<file path="config.mk">
export PLATFORM = sky130hd
export DESIGN_NAME = d7s_scan_bcd_flat
export DESIGN_NICKNAME = d
export VERILOG_FILES = /design/src/rtl/d7s_scan_bcd_if.sv /design/src/rtl/d7s_scan_bcd.sv /design/src/flat_wrapper.sv
export SDC_FILE = /design/constraint.sdc
export NUM_CORES = 1
export LEC_CHECK = 0
export CAP_MARGIN = 20
export CORE_AREA = 2 2 76 78
export CTS_CLUSTER_DIAMETER = 100
export DETAILED_ROUTE_END_ITERATION = 10
export DIE_AREA = 0 0 78 80
export DONT_BUFFER_PORTS = 1
export PLACE_DENSITY = 0.78
export SYNTH_ARGS = -nofsm -noshare
export SYNTH_HDL_FRONTEND = slang
export SYNTH_SLANG_ARGS = --single-unit
</file>
<file path="constraint.sdc">
create_clock -name clk -period 2.48 [get_ports clk]
set_input_delay 0.496 -clock clk [delete_from_list [all_inputs] [get_ports clk]]
set_output_delay 0.496 -clock clk [all_outputs]
set_load 0.01 [all_outputs]
</file>
<file path="src/rtl/d7s_scan_bcd_if.sv">
// Load/ready handshake carrying the binary value into the display controller.
interface d7s_scan_bcd_if #(
    parameter int unsigned BIN_W = 10
);
    logic [BIN_W-1:0] bin_in;
    logic             load;
    logic             ready;

    modport master (output bin_in, output load, input ready);
    modport slave  (input bin_in, input load, output ready);
endinterface

</file>
<file path="src/rtl/d7s_scan_bcd.sv">
// Multiplexed seven-segment controller: sequential double-dabble conversion,
// digit scanning, leading-zero blanking, overflow dashes and output polarity.
module d7s_scan_bcd #(
    parameter int unsigned DIGITS      = 3,
    parameter int unsigned BIN_W       = 10,
    parameter int unsigned SCAN_DIV    = 1000,
    parameter bit          SEG_ACT_LOW = 1'b0,
    parameter bit          DIG_ACT_LOW = 1'b0
) (
    input  logic              clk,
    input  logic              rst_n,
    d7s_scan_bcd_if.slave     bus,
    input  logic              blank_lz,
    input  logic [DIGITS-1:0] dp_in,
    output logic [6:0]        seg,
    output logic              dp,
    output logic [DIGITS-1:0] dig_en,
    output logic              ovf
);
    localparam int unsigned NIB    = (BIN_W + 2) / 3;
    localparam int unsigned BCD_W  = 4 * NIB;
    localparam int unsigned DISP_N = (NIB < DIGITS) ? NIB : DIGITS;
    localparam int unsigned CNT_W  = $clog2(BIN_W + 1);
    localparam int unsigned PS_W   = (SCAN_DIV > 1) ? $clog2(SCAN_DIV) : 1;
    localparam int unsigned IDX_W  = (DIGITS > 1) ? $clog2(DIGITS) : 1;

    typedef enum logic [1:0] {StIdle, StConv, StCommit} state_e;

    state_e              state_q, state_d;
    logic [BIN_W-1:0]    bin_q, bin_d;
    logic [BCD_W-1:0]    bcd_q, bcd_d, bcd_adj;
    logic [CNT_W-1:0]    cnt_q, cnt_d;
    logic [DIGITS*4-1:0] disp_q, disp_d;
    logic                ovf_q, ovf_d;
    logic [PS_W-1:0]     ps_q, ps_d;
    logic [IDX_W-1:0]    idx_q, idx_d;
    logic [6:0]          seg_q, seg_d, seg_raw;
    logic                dp_q, dp_d, dp_raw;
    logic [DIGITS-1:0]   dig_q, dig_d, dig_raw;
    logic [3:0]          cur_dig;
    logic                upper_zero;

    function automatic logic [6:0] enc7(input logic [3:0] d);
        logic [6:0] s;
        unique case (d)
            4'd0:    s = 7'h3F;
            4'd1:    s = 7'h06;
            4'd2:    s = 7'h5B;
            4'd3:    s = 7'h4F;
            4'd4:    s = 7'h66;
            4'd5:    s = 7'h6D;
            4'd6:    s = 7'h7D;
            4'd7:    s = 7'h07;
            4'd8:    s = 7'h7F;
            4'd9:    s = 7'h6F;
            default: s = 7'h00;
        endcase
        return s;
    endfunction

    // Conversion FSM
    always_comb begin
        state_d = state_q;
        bin_d   = bin_q;
        bcd_d   = bcd_q;
        cnt_d   = cnt_q;
        disp_d  = disp_q;
        ovf_d   = ovf_q;
        bcd_adj = bcd_q;
        for (int i = 0; i < NIB; i++) begin
            if (bcd_q[4*i +: 4] >= 4'd5) bcd_adj[4*i +: 4] = bcd_q[4*i +: 4] + 4'd3;
        end
        unique case (state_q)
            StIdle: begin
                if (bus.load) begin
                    bin_d   = bus.bin_in;
                    bcd_d   = '0;
                    cnt_d   = '0;
                    state_d = StConv;
                end
            end
            StConv: begin
                bcd_d = {bcd_adj[BCD_W-2:0], bin_q[BIN_W-1]};
                bin_d = bin_q << 1;
                cnt_d = cnt_q + 1'b1;
                if (cnt_q == CNT_W'(BIN_W - 1)) state_d = StCommit;
            end
            StCommit: begin
                disp_d = '0;
                ovf_d  = 1'b0;
                for (int i = 0; i < DISP_N; i++) disp_d[4*i +: 4] = bcd_q[4*i +: 4];
                for (int i = DIGITS; i < NIB; i++) begin
                    if (bcd_q[4*i +: 4] != 4'd0) ovf_d = 1'b1;
                end
                state_d = StIdle;
            end
            default: state_d = StIdle;
        endcase
    end

    // Scan prescaler and digit index
    always_comb begin
        ps_d  = ps_q + 1'b1;
        idx_d = idx_q;
        if (ps_q == PS_W'(SCAN_DIV - 1)) begin
            ps_d  = '0;
            idx_d = (idx_q == IDX_W'(DIGITS - 1)) ? '0 : idx_q + 1'b1;
        end
    end

    // Output decode for the current index; blanking never hides an overflow dash
    always_comb begin
        cur_dig    = 4'd0;
        dp_raw     = 1'b0;
        dig_raw    = '0;
        upper_zero = 1'b1;
        for (int i = 0; i < DIGITS; i++) begin
            if (idx_q == IDX_W'(i)) begin
                cur_dig    = disp_q[4*i +: 4];
                dp_raw     = dp_in[i];
                dig_raw[i] = 1'b1;
            end
            if (IDX_W'(i) >= idx_q && disp_q[4*i +: 4] != 4'd0) upper_zero = 1'b0;
        end
        if (ovf_q) begin
            seg_raw = 7'h40;
        end else if (blank_lz && idx_q != '0 && upper_zero) begin
            seg_raw = 7'h00;
        end else begin
            seg_raw = enc7(cur_dig);
        end
        seg_d = SEG_ACT_LOW ? ~seg_raw : seg_raw;
        dp_d  = SEG_ACT_LOW ? ~dp_raw : dp_raw;
        dig_d = DIG_ACT_LOW ? ~dig_raw : dig_raw;
    end

    always_ff @(posedge clk or negedge rst_n) begin
        if (!rst_n) begin
            state_q <= StIdle;
            bin_q   <= '0;
            bcd_q   <= '0;
            cnt_q   <= '0;
            disp_q  <= '0;
            ovf_q   <= 1'b0;
            ps_q    <= '0;
            idx_q   <= '0;
            seg_q   <= {7{SEG_ACT_LOW}};
            dp_q    <= SEG_ACT_LOW;
            dig_q   <= {DIGITS{DIG_ACT_LOW}};
        end else begin
            state_q <= state_d;
            bin_q   <= bin_d;
            bcd_q   <= bcd_d;
            cnt_q   <= cnt_d;
            disp_q  <= disp_d;
            ovf_q   <= ovf_d;
            ps_q    <= ps_d;
            idx_q   <= idx_d;
            seg_q   <= seg_d;
            dp_q    <= dp_d;
            dig_q   <= dig_d;
        end
    end

    assign bus.ready = (state_q == StIdle);
    assign seg       = seg_q;
    assign dp        = dp_q;
    assign dig_en    = dig_q;
    assign ovf       = ovf_q;
endmodule

</file>
<file path="src/flat_wrapper.sv">
// flat-port wrapper written by rule: the top's interface ports become plain ports
module d7s_scan_bcd_flat 
#(
    parameter int unsigned DIGITS      = 3,
    parameter int unsigned BIN_W       = 10,
    parameter int unsigned SCAN_DIV    = 1000,
    parameter bit          SEG_ACT_LOW = 1'b0,
    parameter bit          DIG_ACT_LOW = 1'b0
)
  (clk, rst_n, blank_lz, dp_in, seg, dp, dig_en, ovf, bus_bin_in, bus_load, bus_ready);
  d7s_scan_bcd_if #(.BIN_W(BIN_W)) bus_i ();
  input  logic clk;
  input  logic rst_n;
  input  logic blank_lz;
  input  logic [DIGITS-1:0] dp_in;
  output logic [6:0] seg;
  output logic dp;
  output logic [DIGITS-1:0] dig_en;
  output logic ovf;
  input wire logic [$bits(bus_i.bin_in)-1:0] bus_bin_in;
  input wire logic [$bits(bus_i.load)-1:0] bus_load;
  output wire logic [$bits(bus_i.ready)-1:0] bus_ready;
  assign bus_i.bin_in = bus_bin_in;
  assign bus_i.load = bus_load;
  assign bus_ready = bus_i.ready;
  d7s_scan_bcd #(.DIGITS(DIGITS), .BIN_W(BIN_W), .SCAN_DIV(SCAN_DIV), .SEG_ACT_LOW(SEG_ACT_LOW), .DIG_ACT_LOW(DIG_ACT_LOW)) u_core (.clk(clk), .rst_n(rst_n), .bus(bus_i), .blank_lz(blank_lz), .dp_in(dp_in), .seg(seg), .dp(dp), .dig_en(dig_en), .ovf(ovf));
endmodule
</file>
==> impl_results.md <==
* Final min period at 2085 ps
* Final hold violations at 0
* CP Data Arrival Time at 2310 ps
* Slew @ Worst Pin at 671.8 ps
* Vias/cell at 5.797
* Die W at 78 um
* Core region area at 5405 sq um
* Ant. Diodes at 0
* R2R cell count at 5
* Area growth, synth to finish at 7.528%
* Most frequent cells in the layout: dfrtp_1 (68), nand2_1 (36), nor2_1 (20), o21ai_0 (20), ha_1 (17)
* Largest net degree at the start of global routing at 69
* Reg-to-Reg End: u_core.idx_q[0]$_DFFE_PN0N_
* Io pins at 30
* Reg power frac at 0.450
* Post-synthesis async set-or-reset flop share at 1.000
* Post-CTS sizing at 0
* Clock edge transition at the registers on the reported setup and hold paths at 70 ps
* Vias in the first global route at 2279
* Critical path's largest stage delay at 450 ps
* PD cells at 1098 nW/um^2
* Port buffer count at 0
* Yosys reg bits at 68
* Final std cells w/o fill at 390
* Final WL at 5917 um
* Share of cells above drive strength 1 at 0.1384
* DR iter-0 viols at 145
* H-tree Lvls at 3
* # setup viols final at 0
* HP Class: in -> async
* Leak at 1.603 nW
* Reg2Reg Launch Point: u_core.ps_q[0]$_DFF_PN0_
* Power Total at 3.945 mW
* Status: finished, final reports clean
* ANT nets after route at 0
* CP startpoint: u_core.ps_q[0]$_DFF_PN0_
* Setup Fix Bufs, Post-CTS at 0
* Peak Freq at 479.5 MHz
* Crit path max-delay cell type: and4_1
* Via count at 2261
* RSZ-0062 raised after global routing: false
* Crit-path cells: ha_1 -> nand3_1 -> nor4b_1 -> and4_1 -> mux2_2
* Synth area leader: dfrtp_1
* Post-synth EDFFs at 0
* Clock share of power at 0.199
* Total track usage at 0.2172
* Flop2flop setup slack at 390 ps
* VDD IR max at 0.5644 mV
* # rows at 27
* Critical path endpoint category: flop
* GPL Wtd Cong at 0.7644
* Cell area after synthesis at 3341 sq um
* Initial DRT Pass Iterations at 4
* Clock buffer depth at 2
* Main synth FF type: dfrtp_1
* Commonest non-fill, non-tap cell in the layout: dfrtp_1
* Combinational share of power at 0.351
* Fillers at 400
* Die area at 6240 sq um
* Setup_tns at 0 ps
* CTS Buf Count at 9
* Switching part of the total power at 0.3788
* HPWL after DPL at 3956 um
* Top post-synthesis cells by area: dfrtp_1 (51%), ha_1 (6.4%), mux2_2 (5.1%), nand2_1 (4.0%), o21ai_0 (3.0%)
* First-pass GRT wire length at 10540 um
* Pins Over Slew Limit at 0
* DR DRC count at 0
* Top cell type's share of synthesized area at 0.5094
* Synth Instances at 310
* Pint at 2.451 mW
* Starting Density at 0.6181
* Crit-path max FO at 9
* Rel. slew slack at 0.5521
* Synth cell types at 47
* GRT Residual Overflow at 0
* # placed instances at 373
* # clock sinks at 68
* CTS tree: yes
* Ys Warns at 0
* Syn Area/Cell at 10.78 sq um
* Root buf cell: clkbuf_8
* Register area share after synthesis at 0.5094
* Critical Path RT at 2700 ps
* Crit Path Class: reg -> reg
* Max_cap viols at 0
* Initial antenna violation count at 0
* Switch Pwr at 1.495 mW
* Die height at 80 um
* Nets at 347
* Worst setup SP type: flop
* Clk_skew at 8.476 ps
* Syn Nets at 344
* Worst skew pair latency at 340 ps
* Final Cycle Share at 0.8409
* Wire per inst at 15.17 um
final cells by class:
class / instances / area (sq um) / area share
clock buffer: 12 / 145.1 / 0.04040
multi-input combinational: 216 / 1520 / 0.4232
sequential: 68 / 1702 / 0.4737
clock inverter: 4 / 25.02 / 0.006966
inverter: 12 / 45.04 / 0.01254
timing repair buffer: 6 / 65.06 / 0.01811
tap: 72 / 90.09 / 0.02508
cells in the mapped netlist (all sizes together) (2+ instances only):
master	n
o32ai	3
o21a	3
inv	12
nor2b	4
nor3	3
mux2	15
o2bb2ai	2
a32o	4
nand2b	5
nand2	37
a21oi	12
xor2	5
nand3	16
nor2	20
ha	17
o31ai	6
o21ai	21
buf	5
a22oi	9
dfrtp	68
a2bb2oi	2
mux2i	7
a31oi	2
clkbuf	9
xnor2	9
power by group through the flow:
stage               Combinational (mW)  Clock, mW  Sequential [mW]
detailed placement                1.36          0             1.79
CTS                               1.40      0.814             1.77
floorplan                         1.13          0             1.70
global route                      1.61      0.854             1.83
global placement                  1.30          0             1.78
finish                            1.38      0.787             1.77
layer usage:
layer  share of wire  wire length [um]  global-route usage  vias up
met5               0                 0                   0        -
met4           0.014                83             0.08246        0
met3           0.041               242             0.05543        8
met2            0.49              2919              0.3603       50
met1            0.45              2670              0.2752     1110
li1                -                 -                   -     1093
through the flow:
| step | hold WS, ps | utilization | setup slack (ps) | cell area [sq um] |
|---|---|---|---|---|
| 2_1_floorplan | 200.4 | - | 721.9 | 3341 |
| 3_3_place_gp | 201.9 | 0.6280 | 534.6 | 3395 |
| 3_5_place_dp | 201.8 | 0.6280 | 424.2 | 3395 |
| 4_1_cts | 34.36 | 0.6646 | 404.5 | 3592 |
| 5_1_grt | 42.05 | 0.6646 | 162.3 | 3592 |
| 6_report | 31.47 | 0.6646 | 394.6 | 3592 |
sequential cells by signal, summed over array words and instances, names as in the netlist:
register	flops
u_core.cnt_q	4
u_core.seg	7
u_core.ovf	1
u_core.bin_q	10
u_core.disp_q	12
u_core.idx_q	2
u_core.dig_en	3
u_core.state_q	2
u_core.dp	1
u_core.bcd_q	16
u_core.ps_q	10
logic make-up after synthesis:
family | Yosys count | share of synthesized area
and+or+nand+nor | 93 | 0.1303
AOI/OAI and AO/OA | 70 | 0.1491
DFF | 68 | 0.5094
buffers and inverters | 26 | 0.03558
muxes | 22 | 0.07528
adders and majority gates | 17 | 0.06367
xor gates and xnor gates | 14 | 0.03670
worst max-delay path: cells and delay by family (launching register included):
family                   cells  cell delay (ps)
multiplexers                 1              390
flip-flops                   1              390
AND/OR/NAND/NOR              3              950
adder cells (fa/ha/maj)      1              240
repair_timing:
item,in CTS,in global routing
hold buffers,1,0
hold endpoints to repair,68,0
endpoints found under the setup margin,0,0
worst max path at each step:
stage,endpoint,slack [ps],cells past startpoint
after global routing,u_core.seg[5]$_DFF_PN0_,160,7
after global placement,u_core.seg[5]$_DFF_PN0_,530,7
after detailed placement,u_core.idx_q[0]$_DFFE_PN0N_,420,5
after floorplan,u_core.idx_q[0]$_DFFE_PN0N_,720,6
after CTS,u_core.seg[5]$_DFF_PN0_,400,7
final,u_core.idx_q[0]$_DFFE_PN0N_,390,5
No activity file was read; power rests on OpenSTA's default activity.
